$ cat src/rtl/mem_copy_master.sv
// mem_copy_master
// ---------------
// Byte-at-a-time memory copy engine. It drives a single-port memory with a
// registered read. Each byte takes three cycles:
//   READ    - present the source address with write disabled
//   CAPTURE - the memory's registered read data is valid; latch it
//   WRITE   - present the destination address and the latched byte, write enabled
// Bytes are copied in strictly ascending order. Source and destination
// addresses wrap modulo 2^N.
//
// Ports
//   clk          : single clock, all state changes on its rising edge
//   rstn         : asynchronous active-low reset
//   start        : one-cycle copy request, honoured only while idle
//   abort        : cancels a copy in progress (READ/CAPTURE/WRITE only)
//   src_base     : first source byte address
//   dst_base     : first destination byte address
//   length       : number of bytes to copy (0 is legal and writes nothing)
//   busy         : high in READ, CAPTURE and WRITE
//   done         : one-cycle pulse on normal completion
//   aborted      : one-cycle pulse after an abort
//   count        : bytes written so far in the current/last copy
//   mem_write_en : memory write enable
//   mem_addr     : memory address
//   mem_datain   : memory write data, the byte zero-extended to N bits
//   mem_dataout  : memory registered read data (N/2 bits)

module mem_copy_master #(
  parameter int N = 16
) (
  input  logic           clk,
  input  logic           rstn,
  input  logic           start,
  input  logic           abort,
  input  logic [N-1:0]   src_base,
  input  logic [N-1:0]   dst_base,
  input  logic [N-1:0]   length,
  output logic           busy,
  output logic           done,
  output logic           aborted,
  output logic [N-1:0]   count,
  output logic           mem_write_en,
  output logic [N-1:0]   mem_addr,
  output logic [N-1:0]   mem_datain,
  input  logic [N/2-1:0] mem_dataout
);

  typedef enum logic [2:0] {
    ST_IDLE    = 3'd0,
    ST_READ    = 3'd1,
    ST_CAPTURE = 3'd2,
    ST_WRITE   = 3'd3,
    ST_DONE    = 3'd4
  } state_t;

  state_t         state_reg;
  logic [N-1:0]   src_reg;
  logic [N-1:0]   dst_reg;
  logic [N-1:0]   len_reg;
  logic [N-1:0]   count_reg;
  logic [N-1:0]   addr_reg;
  logic [N/2-1:0] byte_reg;
  logic           we_reg;
  logic           busy_reg;
  logic           done_reg;
  logic           aborted_reg;

  // The write for the current byte is already registered when WRITE begins.
  // An abort in that same cycle has to cancel it, so the enable is gated
  // combinationally by abort. Outside WRITE, we_reg is low anyway.
  assign mem_write_en = we_reg & ~abort;

  // Write data is always derived from the byte register. It therefore holds
  // its last value while idle and reads as zero out of reset.
  assign mem_datain   = {{(N - N/2){1'b0}}, byte_reg};

  assign mem_addr     = addr_reg;
  assign count        = count_reg;
  assign busy         = busy_reg;
  assign done         = done_reg;
  assign aborted      = aborted_reg;

  always_ff @(posedge clk or negedge rstn) begin
    if (!rstn) begin
      state_reg   <= ST_IDLE;
      src_reg     <= '0;
      dst_reg     <= '0;
      len_reg     <= '0;
      count_reg   <= '0;
      addr_reg    <= '0;
      byte_reg    <= '0;
      we_reg      <= 1'b0;
      busy_reg    <= 1'b0;
      done_reg    <= 1'b0;
      aborted_reg <= 1'b0;
    end else begin
      // Pulses and the write strobe default low. Each state re-asserts
      // them only on the transition that needs them.
      done_reg    <= 1'b0;
      aborted_reg <= 1'b0;
      we_reg      <= 1'b0;

      case (state_reg)
        ST_IDLE: begin
          // abort is ignored here, so start wins if both are high.
          if (start) begin
            src_reg   <= src_base;
            dst_reg   <= dst_base;
            len_reg   <= length;
            count_reg <= '0;
            if (length == '0) begin
              state_reg <= ST_DONE;
              done_reg  <= 1'b1;
            end else begin
              state_reg <= ST_READ;
              busy_reg  <= 1'b1;
              addr_reg  <= src_base;
            end
          end
        end

        ST_READ: begin
          if (abort) begin
            state_reg   <= ST_IDLE;
            busy_reg    <= 1'b0;
            aborted_reg <= 1'b1;
          end else begin
            state_reg <= ST_CAPTURE;
          end
        end

        ST_CAPTURE: begin
          if (abort) begin
            state_reg   <= ST_IDLE;
            busy_reg    <= 1'b0;
            aborted_reg <= 1'b1;
          end else begin
            // Read data for the address presented in READ is valid now.
            byte_reg  <= mem_dataout;
            addr_reg  <= dst_reg + count_reg;
            we_reg    <= 1'b1;
            state_reg <= ST_WRITE;
          end
        end

        ST_WRITE: begin
          if (abort) begin
            // The write was suppressed, so count still equals the number
            // of bytes actually written.
            state_reg   <= ST_IDLE;
            busy_reg    <= 1'b0;
            aborted_reg <= 1'b1;
          end else begin
            count_reg <= count_reg + N'(1);
            if (count_reg + N'(1) == len_reg) begin
              state_reg <= ST_DONE;
              busy_reg  <= 1'b0;
              done_reg  <= 1'b1;
            end else begin
              state_reg <= ST_READ;
              addr_reg  <= src_reg + count_reg + N'(1);
            end
          end
        end

        ST_DONE: begin
          state_reg <= ST_IDLE;
        end

        default: begin
          state_reg <= ST_IDLE;
          busy_reg  <= 1'b0;
        end
      endcase
    end
  end

endmodule

$ cat config.mk
export PLATFORM = sky130hd
export DESIGN_NAME = mem_copy_master
export DESIGN_NICKNAME = d
export VERILOG_FILES = /design/src/rtl/mem_copy_master.sv
export SDC_FILE = /design/constraint.sdc
export NUM_CORES = 1
export LEC_CHECK = 0
export CAP_MARGIN = 20
export CORE_MARGIN = 2
export CORE_UTILIZATION = 55
export CTS_CLUSTER_DIAMETER = 60
export CTS_CLUSTER_SIZE = 25
export DETAILED_ROUTE_END_ITERATION = 8
export DONT_BUFFER_PORTS = 1
export GPL_TIMING_DRIVEN = 0
export PLACE_DENSITY = 0.72
export RECOVER_POWER = 100
export SLEW_MARGIN = 20
export SYNTH_ARGS = -nofsm -noshare
export SYNTH_HDL_FRONTEND = slang
export SYNTH_SLANG_ARGS = --single-unit
$ cat constraint.sdc
create_clock -name clk -period 3.5 [get_ports clk]
set_input_delay 0.875 -clock clk [delete_from_list [all_inputs] [get_ports clk]]
set_output_delay 0.875 -clock clk [all_outputs]
set_load 0.01 [all_outputs]
Word-level counts from Yosys, hierarchy flattened
Cells that the tools add are included.
{"block": "totals", "register_bits": 95, "output_inout_bits": 52, "elab_cells": 72}
{"block": "classes", "n_addsub": 4, "eq_ne": 12, "mux": 31, "bitwise_logic": 3, "n_reduce_logical": 11}
{"op": "$mux W16", "count": 7}
{"op": "$pmux W16 S3", "count": 1}
{"op": "$add A16 B1 Y16 const B", "count": 2}
{"op": "$add A16 B16 Y16", "count": 2}
{"op": "$pmux W16 S2", "count": 1}
{"op": "$eq A16 B16 Y1", "count": 1}
{"op": "$logic_not A16 Y1", "count": 1}
{"op": "$mux W1", "count": 13}
{"op": "$mux W3", "count": 4}
{"op": "$pmux W3 S4", "count": 1}
{"op": "$ne A2 B2 Y1 const B", "count": 5}
{"op": "$eq A3 B2 Y1 const B", "count": 2}
{"op": "$reduce_and A6 Y1", "count": 1}
{"op": "$reduce_and A5 Y1", "count": 1}
{"op": "$mux W2", "count": 2}
{"op": "$pmux W1 S4", "count": 1}
{"op": "$reduce_and A2 Y1", "count": 2}
{"op": "$eq A3 B1 Y1 const B", "count": 1}
{"op": "$eq A3 B3 Y1 const B", "count": 1}
{"op": "$logic_not A3 Y1", "count": 1}
{"op": "$ne A3 B3 Y1 const B", "count": 1}
{"op": "$reduce_and A3 Y1", "count": 1}
{"op": "$reduce_bool A3 Y1", "count": 1}
{"op": "$reduce_or A3 Y1", "count": 1}
{"op": "6 further kinds", "count": 7}

Depth between registers and ports, before layout
{"block": "depth", "ltp_word": 5, "ltp_mapped": 12, "mapped_depth_nobuf": 11}

Least setup slack after synthesis
Ideal clock, no wire load.
{"block": "synth_timing", "path_type": "register -> register", "from": "reg count_reg[1], in the netlist count[1]", "to": "reg addr_reg[6], in the netlist mem_addr[6]", "setup_ns": 0.125, "arrival_ns": 2.656, "required_ns": 3.375, "path_slack_ns": 0.719, "stages_incl_launch_ff": 10, "period_less_slack_ns": 2.781, "cell_sequence": "dfrtp_1 > ha_1 > inv_1 > or4_4 > nor2_2 > xnor2_1 > nor4b_2 > a31oi_4 > buf_6 > mux2_4"}
{"block": "synth_via", "elab_chain_len": 5, "elab_cells_between_ends": 11}
{"element": "start: declaration", "line": "60", "rtl": "logic [N-1:0] count_reg;"}
{"element": "start signal: assignment", "line": "154", "rtl": "count_reg <= count_reg + N'(1);"}
{"element": "$add A16 B16 Y16", "line": "161", "rtl": "addr_reg <= src_reg + count_reg + N'(1);"}
{"element": "$add A16 B1 Y16", "line": "161"}
{"element": "$mux W16", "line": "155", "rtl": "if (count_reg + N'(1) == len_reg) begin"}
{"element": "$mux W16", "line": "147", "rtl": "if (abort) begin"}
{"element": "$pmux W16 S3", "line": "103", "rtl": "case (state_reg)"}
{"element": "end signal: assignment", "line": "117", "rtl": "addr_reg <= src_base;"}
{"element": "end signal: assignment", "line": "140", "rtl": "addr_reg <= dst_reg + count_reg;"}
{"element": "end signal: assignment", "line": "161"}
{"element": "end: declaration", "line": "61", "rtl": "logic [N-1:0] addr_reg;"}
Parallel ways exist; a longest one is shown, timed or not. The select of a mux whose other input is x is not followed.
A chain may end at the register's enable or synchronous reset.

Worst setup path in the final report
{"block": "layout_timing", "from": "reg count_reg[2], in the netlist count[2]", "to": "reg addr_reg[6], in the netlist mem_addr[6]"}
The elaborated chain is that of the path after synthesis.

==> summary.md <==
The logs give 673 for the gate count of the mapped netlist and 18.8% for the clock group share of total power. The critical path data required time is 3.74 ns. Max-slew violation count: 0. Combinational logic is responsible for 45.3% of the overall power. The wire length of the first global-routing pass was 27,500 um. The post-route worst setup slack came out at 0.234 ns.

The element type at the critical path end is a flop. Buffers inserted to repair hold after CTS numbered 0. The power spent charging and discharging nets is 2.13 mW, and the total track usage is 28.0%. The number of I/O port buffers was 0.

The iteration count of the initial detailed-routing pass is 6. Placement-stage worst setup slack: -0.0630 ns. In the final layout, flip-flops and latches occupy 2380 um2. The number of clock buffers added by TritonCTS is 9.

The tools report the number of max-capacitance violations reported as 0. In this run, synthesis inferred 0 flip-flops with an integrated enable. Setup violations remaining at the end of the flow were counted as 0.

The number of placed instances, taps included was 823; the number of antenna violations at the first check in global routing was 0. After Yosys synthesis, and, or, nand and nor cells account for 17.5% of the synthesized area. The number of buffers on the longest clock path is 2. After synthesis, the most frequently instantiated cells are sky130_fd_sc_hd__dfrtp_1 (95), sky130_fd_sc_hd__mux2_2 (58), sky130_fd_sc_hd__nor2_1 (55). In this run the cell area of the synthesized design comes to 6390 um2. The average size of a mapped cell works out to 9.50 um2. In this run the cell area measured after placement is 6600 um2. By area, the combinational part of the netlist is dominated by simple AND/OR/NAND/NOR gates.

The net count of the finished layout is 784. The setup fix buffers added after clock tree synthesis came out at 0. The run gives 47.6% as the tightest slew margin relative to the limit. The most used standard cell by instance count after synthesis is sky130_fd_sc_hd__dfrtp_1. The tools report the number of antenna repair diodes as 0.

The critical path launch point type is a flop. The finished layout holds 839 standard cells, fillers aside. Power comes to 5.37 mW. Measured against the total synthesized area, the mux share comes to 11.9%. By startpoint and endpoint, the worst setup path is classified as reg -> reg. The worst path needs 3.27 ns of the cycle, external delays included. The largest area contributor in the synthesized netlist was sky130_fd_sc_hd__dfrtp_1. Along the worst path, the maximum fanout reaches 10.

The share of synthesized registers carrying an async set or reset is 100%. The dominant register cell in the synthesized netlist is sky130_fd_sc_hd__dfrtp_1. The tools report the final weighted congestion in routability-driven placement as 0.982. For the overflow left after global routing, the log shows 0. The layout-stage area growth over the synthesis result is 7.97%. The share of final-layout standard cells stronger than drive strength 1 was 16.1%; the CTS sink count was 95.

Count of filler cells inserted in the layout: 1,010. The multi-input combinational cells in the finished layout cover a total of 3780 um2. The clock network latency to the later pin of the worst-skew pair was 0.36 ns; the number of different library cells in the post-synthesis netlist was 73.

After synthesis, the cell types taking the most area are sky130_fd_sc_hd__dfrtp_1 (37%), sky130_fd_sc_hd__mux2_2 (10%), sky130_fd_sc_hd__ha_1 (6.1%). After clock tree synthesis, the clock-pin slew on the worst setup and hold paths is 0.07 ns. After detailed routing, the number of vias per cell comes to 6.25. The run gives 56.2% as the initial standard-cell utilization of the core. The share of total power in sequential cells came out at 35.9%.

The number of top-level design ports came out at 112. For this design the static power due to leakage is 3.02 nW. Detailed-route wire length: 17,100 um.

The synthesized netlist devotes 6.70% of its cell area to adder and majority cells. The fmax came out at 306 MHz. Cell at the root of the clock tree: sky130_fd_sc_hd__clkbuf_16. The violation count after the first detailed-routing iteration was 318; the core area was 11,400 um2. The wire-length estimate of the detail-placed layout is 12,900 um. The run finished with clean final reports. With fillers left out, the area of the finished cells amounts to 6900 um2. Number of nets still failing antenna checks after routing: 0.

The synthesized netlist devotes 17.2% of its cell area to compound gates. After detailed routing, the number of remaining DRC violations is 0. Synthesis inferred 95 register bits. Setup repair after global routing left no endpoint under its margin.

Entering global routing, the biggest net connects 96 pins. After floorplanning, the core was divided into 39 placement rows. For the worst path arrival time, the log shows 3.51 ns. The path class of the tightest hold or removal check is in -> async. The die width was 112 um. Vertical extent of the die: 112 um. The detailed router placed 5,246 vias in this run. The total internal power is 3.24 mW.

The power density of the placed cells was 779 nW/um2. The routed wirelength normalized by instance count came out at 20.3 um. The worst ir drop on vdd is 0.000503 V, and the transition time at the pin with the least slew margin is 0.783 ns. The switching share of total power was 39.6%.

The worst-case reg-to-reg path depth works out to 10. The die covers 12,500 um2. TritonCTS built the clock tree.

The share of the yosys chip area belonging to registers was 37.2%; the xor and xnor area share after synthesis was 5.19%. In the finished design, the share of the clock period the worst path needs comes to 93.3%. The share of Yosys cell area claimed by the top area cell type was 37.2%; the clock tree skew after final layout was 0.00569 ns. Count of endpoints failing hold in the final timing report: 0.

The warning count from the yosys run is 0, and the depth of the CTS H-tree is 3. Via count of the first global-routing pass: 5,301.
## area by class of cell
| cell class | count | share of cell area, % |
|---|---|---|
| Clock inverter | 5 | 0.816 |
| Tap cell | 143 | 2.59 |
| Clock buffer | 11 | 3.52 |
| Sequential cell | 95 | 34.5 |
| Inverter | 19 | 1.03 |
| Multi-Input combinational cell | 527 | 54.7 |
| Buffer | 39 | 2.85 |
## kinds of logic (layout without fill, tap and decap cells)
logic type                 count (synthesis)  in the layout
xor gates and xnor gates                  37             37
buffers and inverters                     58             74
muxes                                     68             68
AOI/OAI and AO/OA                        168            168
DFF                                       95             95
other                                      1              8
adders and majority gates                 33             33
and+or+nand+nor                          213            213
## power groups by stage
stage / sequential [mW] / clock (mW) / combinational, mW
final: 1.93 / 1.01 / 2.44
after global routing: 1.99 / 1.07 / 2.70
after global placement: 1.93 / 0 / 2.33
after CTS: 1.93 / 1.04 / 2.42
after floorplan: 1.86 / 0 / 1.93
after detailed placement: 1.95 / 0 / 2.41
## metal layers
metal | up-vias | GRT usage (%) | routed length (um)
met5 | - | 0 | 0
met4 | 0 | 10.4 | 366
met3 | 33 | 6.31 | 1070
met2 | 183 | 46.2 | 8320
met1 | 2547 | 36.3 | 7310
li1 | 2483 | - | -
## placed cells by master (no fill, tap or decap), types with 10 or more instances in the layout
| master | n |
|---|---|
| sky130_fd_sc_hd__dfrtp_1 | 94 |
| sky130_fd_sc_hd__o21ai_0 | 50 |
| sky130_fd_sc_hd__a21oi_1 | 36 |
| sky130_fd_sc_hd__ha_1 | 31 |
| sky130_fd_sc_hd__nand3_1 | 20 |
| sky130_fd_sc_hd__a31oi_1 | 11 |
| sky130_fd_sc_hd__and3_1 | 11 |
| sky130_fd_sc_hd__inv_1 | 18 |
| sky130_fd_sc_hd__nor2_1 | 54 |
| sky130_fd_sc_hd__xnor2_1 | 23 |
| sky130_fd_sc_hd__mux2_2 | 57 |
| sky130_fd_sc_hd__nand2b_1 | 13 |
| sky130_fd_sc_hd__nor3_1 | 16 |
| sky130_fd_sc_hd__xor2_1 | 13 |
| sky130_fd_sc_hd__nand2_1 | 47 |
| sky130_fd_sc_hd__a21o_1 | 10 |
| sky130_fd_sc_hd__clkbuf_1 | 21 |
## worst max-delay path, stage by stage (launching register included)
cell and delay (ns):
sky130_fd_sc_hd__dfrtp_1 0.50, sky130_fd_sc_hd__buf_2 0.27, sky130_fd_sc_hd__nand4_2 0.23, sky130_fd_sc_hd__nor2_2 0.28
sky130_fd_sc_hd__buf_2 0.27, sky130_fd_sc_hd__a21o_1 0.14, sky130_fd_sc_hd__o311ai_0 0.20, sky130_fd_sc_hd__nor4b_2 0.45
sky130_fd_sc_hd__a31oi_4 0.25, sky130_fd_sc_hd__buf_6 0.26, sky130_fd_sc_hd__mux2_4 0.29
## path summary, 6_finish.rpt
check | startpoint | to | slack (ns)
worst max-delay path | count[2]$_DFFE_PN0P_ | mem_addr[6]$_DFFE_PN0P_ | 0.23
worst min-delay path | rstn | mem_addr[11]$_DFFE_PN0P_ | 0.21
worst max register to register | count[2]$_DFFE_PN0P_ | mem_addr[6]$_DFFE_PN0P_ | 0.23
worst min register to register | src_reg[5]$_DFFE_PN0P_ | src_reg[5]$_DFFE_PN0P_ | 0.51
max in group asynchronous | rstn | byte_reg[4]$_DFFE_PN0P_ | 3.15
min in group clk | src_reg[5]$_DFFE_PN0P_ | src_reg[5]$_DFFE_PN0P_ | 0.51
## timing repair
action / 4_1_cts / 5_1_grt
gates cloned: 0 / 0
gates resized for setup: 1 / 3
setup endpoints to repair: 7 / 7
pin swaps: 0 / 1
endpoints found under the hold margin: 0 / 0
## through the flow
| stage | utilization, % | hold WS, ns | setup TNS [ns] |
|---|---|---|---|
| detailed placement | 58.0 | 0.502 | -0.126 |
| global route | 60.7 | 0.198 | 0 |
| finish | 60.7 | 0.211 | 0 |
| global placement | 58.0 | 0.494 | -0.172 |
| CTS | 60.7 | 0.198 | 0 |
| floorplan | - | 0.485 | 0 |
No activity file was read; power rests on OpenSTA's default activity.
